File: config.mk
export PLATFORM = sky130hd
export DESIGN_NAME = mixcol_seq
export DESIGN_NICKNAME = d
export VERILOG_FILES = /design/src/rtl/aes_pkg.sv /design/src/rtl/mixcol_column.sv /design/src/rtl/mixcol_seq.sv
export SDC_FILE = /design/constraint.sdc
export NUM_CORES = 1
export LEC_CHECK = 0
export BUFFER_PORTS_ARGS = -buffer_cell sky130_fd_sc_hd__buf_4
export CAP_MARGIN = 20
export CORE_MARGIN = 3
export CORE_UTILIZATION = 56
export DETAILED_ROUTE_END_ITERATION = 10
export PLACE_DENSITY = 0.95
export SYNTH_ARGS = -nofsm -noshare
export SYNTH_HDL_FRONTEND = slang
export SYNTH_HIERARCHICAL = 1
export SYNTH_SLANG_ARGS = --single-unit
File: constraint.sdc
create_clock -name clk -period 4.3 [get_ports clk]
set_input_delay 1.075 -clock clk [delete_from_list [all_inputs] [get_ports clk]]
set_output_delay 1.075 -clock clk [all_outputs]
set_load 0.01 [all_outputs]
File: src/rtl/aes_pkg.sv
// Shared AES helpers: GF(2^8) constant multiplies and the mixcol_seq FSM state type.
// The inverse-coefficient multipliers exist only when MIXCOL_SEQ_INV_EN is defined.
package aes_pkg;

  localparam logic [7:0] AES_RED_POLY = 8'h1B;

  typedef enum logic [1:0] {
    IDLE = 2'd0,
    CALC = 2'd1,
    DONE = 2'd2
  } mc_state_t;

  function automatic logic [7:0] xtime(input logic [7:0] x);
    return {x[6:0], 1'b0} ^ (x[7] ? AES_RED_POLY : 8'h00);
  endfunction

  function automatic logic [7:0] mul2(input logic [7:0] x);
    return xtime(x);
  endfunction

  function automatic logic [7:0] mul3(input logic [7:0] x);
    return xtime(x) ^ x;
  endfunction

`ifdef MIXCOL_SEQ_INV_EN
  // 9, 11, 13, 14 built from x*8, x*4, x*2 partial products.
  function automatic logic [7:0] mul9(input logic [7:0] x);
    return xtime(xtime(xtime(x))) ^ x;
  endfunction

  function automatic logic [7:0] mul11(input logic [7:0] x);
    return xtime(xtime(xtime(x))) ^ xtime(x) ^ x;
  endfunction

  function automatic logic [7:0] mul13(input logic [7:0] x);
    return xtime(xtime(xtime(x))) ^ xtime(xtime(x)) ^ x;
  endfunction

  function automatic logic [7:0] mul14(input logic [7:0] x);
    return xtime(xtime(xtime(x))) ^ xtime(xtime(x)) ^ xtime(x);
  endfunction
`endif

endpackage

File: src/rtl/mixcol_column.sv
// One-column (Inv)MixColumns multiplier, purely combinational, zero latency.
// Inverse select port exists only under MIXCOL_SEQ_INV_EN; no handshake of its own.
module mixcol_column
  import aes_pkg::*;
(
  input  logic [31:0] col_i,
`ifdef MIXCOL_SEQ_INV_EN
  input  logic        inv_i,
`endif
  output logic [31:0] col_o
);

  logic [7:0]  a0, a1, a2, a3;
  logic [31:0] fwd_col;

  assign a0 = col_i[31:24];
  assign a1 = col_i[23:16];
  assign a2 = col_i[15:8];
  assign a3 = col_i[7:0];

  assign fwd_col = {mul2(a0) ^ mul3(a1) ^ a2 ^ a3,
                    a0 ^ mul2(a1) ^ mul3(a2) ^ a3,
                    a0 ^ a1 ^ mul2(a2) ^ mul3(a3),
                    mul3(a0) ^ a1 ^ a2 ^ mul2(a3)};

`ifdef MIXCOL_SEQ_INV_EN
  logic [31:0] inv_col;

  assign inv_col = {mul14(a0) ^ mul11(a1) ^ mul13(a2) ^ mul9(a3),
                    mul9(a0) ^ mul14(a1) ^ mul11(a2) ^ mul13(a3),
                    mul13(a0) ^ mul9(a1) ^ mul14(a2) ^ mul11(a3),
                    mul11(a0) ^ mul13(a1) ^ mul9(a2) ^ mul14(a3)};

  assign col_o = inv_i ? inv_col : fwd_col;
`else
  assign col_o = fwd_col;
`endif

endmodule

File: src/rtl/mixcol_seq.sv
// Iterative AES MixColumns, one column per clock: 4 cycles acceptance-to-out_valid; result held
// stable until out_ready, no new input accepted meanwhile. MIXCOL_SEQ_INV_EN adds the inv port.
module mixcol_seq
  import aes_pkg::*;
(
  input  logic         clk,
  input  logic         rst,
  input  logic         in_valid,
  output logic         in_ready,
  input  logic [127:0] in_data,
`ifdef MIXCOL_SEQ_INV_EN
  input  logic         inv,
`endif
  output logic         out_valid,
  input  logic         out_ready,
  output logic [127:0] out_data
);

  mc_state_t        state_q;
  logic [1:0]       col_q;
  logic [3:0][31:0] work_q;   // work_q[3] is column 0 (top bits)
  logic             in_ready_q;
  logic             out_valid_q;
  logic [1:0]       col_idx;
  logic [31:0]      col_d;

  assign col_idx = 2'd3 - col_q;

`ifdef MIXCOL_SEQ_INV_EN
  logic inv_q;

  mixcol_column u_column (
    .col_i (work_q[col_idx]),
    .inv_i (inv_q),
    .col_o (col_d)
  );
`else
  mixcol_column u_column (
    .col_i (work_q[col_idx]),
    .col_o (col_d)
  );
`endif

  always_ff @(posedge clk) begin
    if (rst) begin
      state_q     <= IDLE;
      col_q       <= 2'd0;
      work_q      <= '0;
      in_ready_q  <= 1'b1;
      out_valid_q <= 1'b0;
`ifdef MIXCOL_SEQ_INV_EN
      inv_q       <= 1'b0;
`endif
    end else begin
      case (state_q)
        IDLE: begin
          if (in_valid) begin
            work_q     <= in_data;
            col_q      <= 2'd0;
            state_q    <= CALC;
            in_ready_q <= 1'b0;
`ifdef MIXCOL_SEQ_INV_EN
            inv_q      <= inv;
`endif
          end
        end
        CALC: begin
          work_q[col_idx] <= col_d;
          col_q           <= col_q + 2'd1;
          if (col_q == 2'd3) begin
            state_q     <= DONE;
            out_valid_q <= 1'b1;
          end
        end
        DONE: begin
          if (out_ready) begin
            state_q     <= IDLE;
            out_valid_q <= 1'b0;
            in_ready_q  <= 1'b1;
          end
        end
        default: begin
          state_q     <= IDLE;
          in_ready_q  <= 1'b1;
          out_valid_q <= 1'b0;
        end
      endcase
    end
  end

  assign in_ready  = in_ready_q;
  assign out_valid = out_valid_q;
  assign out_data  = work_q;

endmodule

# After elaboration in Yosys (flattened, before gate mapping)
# Cells that the tools add are included.
# word_totals
out_inout_bits,130
ff_bits,134
inputBits,132
elab_cells,70
# op_classes
n_mux,23
n_addsub,2
n_eq_ne,6
bitwise,22
order_cmp,2
n_reduce_logical,7
# op_table
cell,count
case mux 128 bit (2 select lines),1
bitwise XOR 8 bit,20
bitwise mux 128 bit,1
two-way mux 128 bit,1
binary-select mux 32 bit (select 2 bit),1
demux 32 bit (select 2 bit),1
two-way mux 32 bit,2
two-way mux 5 bit,4
AND reduction 3 bit,3
two-way mux 2 bit,4
"!= test 2 bit, second input constant",3
case mux 1 bit (3 select lines),2
case mux 2 bit (3 select lines),1
"== test 2 bit, second input constant",2
two-way mux 1 bit,4
case mux 2 bit (2 select lines),1
"less-than comparator 2 x 3 -> 1 bit, second input constant",1
"adder 2 x 1 -> 2 bit, second input constant",1
"== test 2 x 1 -> 1 bit, second input constant",1
">= comparator 2 x 1 -> 1 bit, second input constant",1
logical NOT 2 bit,1
NOT 1 bit,2
AND reduction 2 bit,1
nonzero test 2 bit,1
2 further kinds,2

# Depth between registers and ports, before layout
# logic_depth
word_depth,11
ltp_mapped,9
ltp_nobuf,6

# Cells and area by module
# The synthesis kept the hierarchy.
# modules_own_cells
mod,cells_each,area_per_inst_um2,instances,seq_area_each_um2
mixcol_seq,680,7131.8,1,2682.6
mixcol_column,81,1337.5,1,0.0

# Worst setup path before layout
# Ideal clock, no wire load.
# synth_timing
path_kind,register to register
start,register col_q[0]
end,register work_q (netlist bit out_data[113])
required_ps,4182
path_stages_with_launch,10
path_buffers,3
t_arrival_ps,2690
path_slack_ps,1493
path_cell_list,dfxtp_1 -> buf_2 -> buf_2 -> mux4_2 -> buf_4 -> xor3_2 -> xnor3_1 -> and4b_1 -> a21oi_1 -> o2bb2ai_1
# synth_via
elab_chain_cells,10
word_cells_on_any_way,18
# synth_rtl
item,line,text
"start, declared",mixcol_seq.sv:20,logic [1:0] col_q;
"start signal, assigned",mixcol_seq.sv:69,col_q <= col_q + 2'd1;
subtractor 2 bit (*),mixcol_seq.sv:27,assign col_idx = 2'd3 - col_q;
binary-select mux 32 bit (select 2 bit) (*),mixcol_seq.sv:39,".col_i (work_q[col_idx]),"
two-way mux 32 bit (implied by the code) (*),mixcol_seq.sv:39,
two-way mux 5 bit,aes_pkg.sv:14,"return {x[6:0], 1'b0} ^ (x[7] ? AES_RED_POLY : 8'h00);"
bitwise XOR 8 bit,aes_pkg.sv:14,
bitwise XOR 8 bit (on tied branches),"mixcol_column.sv:22, aes_pkg.sv:22",
bitwise XOR 8 bit,mixcol_column.sv:22,"a0 ^ mul2(a1) ^ mul3(a2) ^ a3,"
bitwise XOR 8 bit (*),mixcol_column.sv:22,
named net col_d[17],mixcol_seq.sv:25,logic [31:0] col_d;
bitwise mux 128 bit (*),mixcol_seq.sv:68,work_q[col_idx] <= col_d;
case mux 128 bit (2 select lines) (*),mixcol_seq.sv:55,case (state_q)
"end signal, assigned",mixcol_seq.sv:58,work_q <= in_data;
"end signal, assigned by index",mixcol_seq.sv:68,
"end, declared",mixcol_seq.sv:21,logic [3:0][31:0] work_q;
# The timed path passes the listed nets; every way through them passes the cells marked *. The select of a mux whose other input is x is not followed.
# A chain may end at the register's enable or synchronous reset.

# Worst setup path after layout
# layout_timing
start,register col_q[1]
end,register work_q (netlist bit out_data[11])
# layout_via
elab_chain_cells,9
word_cells_on_any_way,18
# layout_rtl
item,line,text
subtractor 2 bit (*),mixcol_seq.sv:27,
binary-select mux 32 bit (select 2 bit) (*),mixcol_seq.sv:39,
two-way mux 32 bit (implied by the code) (*),mixcol_seq.sv:39,
two-way mux 5 bit,aes_pkg.sv:14,
bitwise XOR 8 bit,aes_pkg.sv:14,
bitwise XOR 8 bit (on tied branches),"mixcol_column.sv:23, aes_pkg.sv:22",
bitwise XOR 8 bit (*),mixcol_column.sv:23,"a0 ^ a1 ^ mul2(a2) ^ mul3(a3),"
named net col_d[11],mixcol_seq.sv:25,
bitwise mux 128 bit (*),mixcol_seq.sv:68,
case mux 128 bit (2 select lines) (*),mixcol_seq.sv:55,
# Marked as above.

==> results.toml <==
[status]
status = "finished clean"

[floorplanning]
coreArea_sq_um = 14600
die_width_microns = 129
io_pins = 262
start_util_pct = 57.8
rows = 44
die_h_microns = 129
dieArea_sq_um = 16600

[yosys]
ys_top_cells_by_count = "dfxtp_1, a21oi_1, and4b_1, o2bb2ai_1, clkbuf_1"
ys.flop_type = "dfxtp_1"
async_flop_share_pct = 0
synth.distinct_cells = 35
ys_seq_area_share_pct = 31.7
ys_ff_latch = 134
yosysMostFrequentCell = "dfxtp_1"
synthCells = 761
synth_top_area_share_pct = 31.7
yosys.area.top_type = "dfxtp_1"
synth-edff-count = 0
yosys_warnings = 6
synth.avg_cell_area_sq_um = 11.1
synth.area.top_cells = "dfxtp_1, and4b_1, o2bb2ai_1"
syn_area_sq_um = 8470
syn_nets = 897

[cts]
clkLatencyLatePin_ns = 0.43
clk_transition_reported_paths_ns = 0.06
cts_tree = "done"
cts_sinks = 134
cts-hold-fix-buffers = 0
clockBufferDepth = 2
cts_buffers = 17
htreeDepth = 4
root_buffer = "clkbuf_16"
cts_resized = 0
cts_setup_buffers = 0

[power]
intPower_uw = 3010
seqPwrFrac_pct = 32.1
power_frac_clock_pct = 29.0
ir_drop_mv = 0.376
power_uw = 4580
p_per_area_nw_per_um2 = 418
p_sw_uw = 1570
swShare_pct = 34.3
combPwrFrac_pct = 38.8
p_leak_uw = 0.00490

[critical_path]
cp_num_buf_inv = 1
path_max_fanout = 27
critPathRequiredTime_ns = 4.61
worstPathCellList = "buf_4 > mux4_2 > xnor2_1 > xnor3_1 > and4b_1 > a21oi_1 > o2bb2ai_1"
worst_ep_arrival_time_ns = 3.60
startpoint_type = "flop"
critPathMaxStageDelay_ns = 0.84
critical_path_class = "reg -> reg"
worst_path_max_delay_cell = "dfxtp_2"
end_kind = "flop"
crit_family = "XOR/XNOR gates"

[sta]
slew_viol_final = 0
finalCriticalPeriod_ns = 3.28
max-slew-margin-rel_pct = 17.1
rsz0062_at_grt = "false"
max_freq_ghz = 0.305
tightest_slew_ns = 1.24
final-hold-violation-count = 0
setup_viol_count_final = 0
finalCritPeriodShare_pct = 76.3
skew_ns = 0.00655
holdWs_ns = 0.488
setup_slack_ns = 1.02
setup_tns_ns = 0

[place]
dpl.cell_count = 1130
place_hpwl_microns = 21100
portBuffers = 261
gp_congestion = 0.927
pre_cts_slack_ns = 1.23

[drt]
drt_iter0_markers = 1295
ant_nets = 0
drtPass1Iterations = 6
vias_per_cell = 7.22
route.detailed.drc = 0
wl_microns = 31500
wl_per_cell_microns = 27.2
vias = 8373

[grt]
grt_max_degree = 79
antenna_found_initial = 0
grt_pass1_wl_microns = 47500
grt_pass1_vias = 8228
overflow = 0
track_usage_pct = 37.2

[cells_and_area]
layout.nets = 1101
n_fill_cell = 962
antenna-diode-count = 0
final_cells = 1160
final-seq-area_sq_um = 2690
drive_gt1_share_pct = 36.4
multi_input_area_sq_um = 5380
areaGrowthSynthToFinish_pct = 29.5

[flow_run]
cap_violations = 0

[hold_path]
hold_path.class = "reg -> reg"
-- per-layer routing --
layer | wire length (microns) | vias to the layer above | share of wire, % | track usage, %
met4 | 1370 | 0 | 4.3 | 17.9
met2 | 14900 | 799 | 47 | 59.1
met1 | 11100 | 3958 | 35 | 47.6
met3 | 4160 | 134 | 13 | 9.26
met5 | 0 | - | 0 | 0
li1 | - | 3482 | - | -
-- per-stage QoR --
step	cell area [sq um]	util, %
2_1_floorplan	8470	-
3_3_place_gp	10400	71.3
3_5_place_dp	10400	71.3
4_1_cts	11000	74.9
5_1_grt	11000	74.9
6_report	11000	74.9
-- power groups by stage --
stage,Clock [uW],Combinational [uW],Sequential [uW]
finish,1330,1780,1470
CTS,1330,1740,1460
global placement,0,1690,1490
floorplan,0,1080,1480
detailed placement,0,1720,1490
global route,1380,1850,1480
-- path summary, 6_finish.rpt --
kind                      from            to  slack [ns]  cells after the start
hold reg to reg   out_data[65]  out_data[65]        0.49                      1
setup / recovery      col_q[1]  out_data[11]        1.02                      7
setup reg to reg      col_q[1]  out_data[11]        1.02                      7
hold / removal    out_data[65]  out_data[65]        0.49                      1
-- worst reg2reg max path, stage by stage (launching register included) --
cell and delay (ns):
dfxtp_2 0.84, buf_4 0.35, mux4_2 0.49, xnor2_1 0.45, xnor3_1 0.55, and4b_1 0.24, a21oi_1 0.15, o2bb2ai_1 0.11
-- sequential cells by signal, summed over array words and instances (netlist names) --
| register | cells |
|---|---|
| col_q | 2 |
| out_data | 128 |
| out_valid | 1 |
| state_q | 2 |
| in_ready | 1 |
-- placed cells by master, fill, tap and decap left out, types with 5 or more instances in the layout --
cell type	synthesis	layout
xnor2_1	17	17
clkbuf_8	0	5
nor2_1	5	5
mux4_2	32	32
xor3_1	10	10
and4b_1	127	127
buf_4	9	278
xnor3_1	31	31
nand2_1	5	5
dfxtp_1	134	130
o2bb2ai_1	127	127
clkbuf_16	0	17
a21oi_1	133	131
xor2_1	13	13
-- layout make-up --
type | instances | area share, %
clock buffers | 26 | 4.64
clock inverters | 4 | 0.182
multi-input cells | 529 | 49.0
well taps | 184 | 2.10
flip-flops and latches | 134 | 24.5
repair buffers | 280 | 19.4
inverters | 3 | 0.103
-- cell families (layout without fill, tap and decap cells) --
logic type | Yosys count | count (layout) | synth area share, %
adders and majority gates | 4 | 4 | 0.591
xor gates and xnor gates | 75 | 75 | 15.4
muxes | 37 | 37 | 9.25
DFF | 134 | 134 | 31.7
buffers and inverters | 98 | 313 | 5.24
and+or+nand+nor | 145 | 145 | 16.0
AOI/OAI and AO/OA | 268 | 268 | 21.9
(Power assumes the default switching activity.)
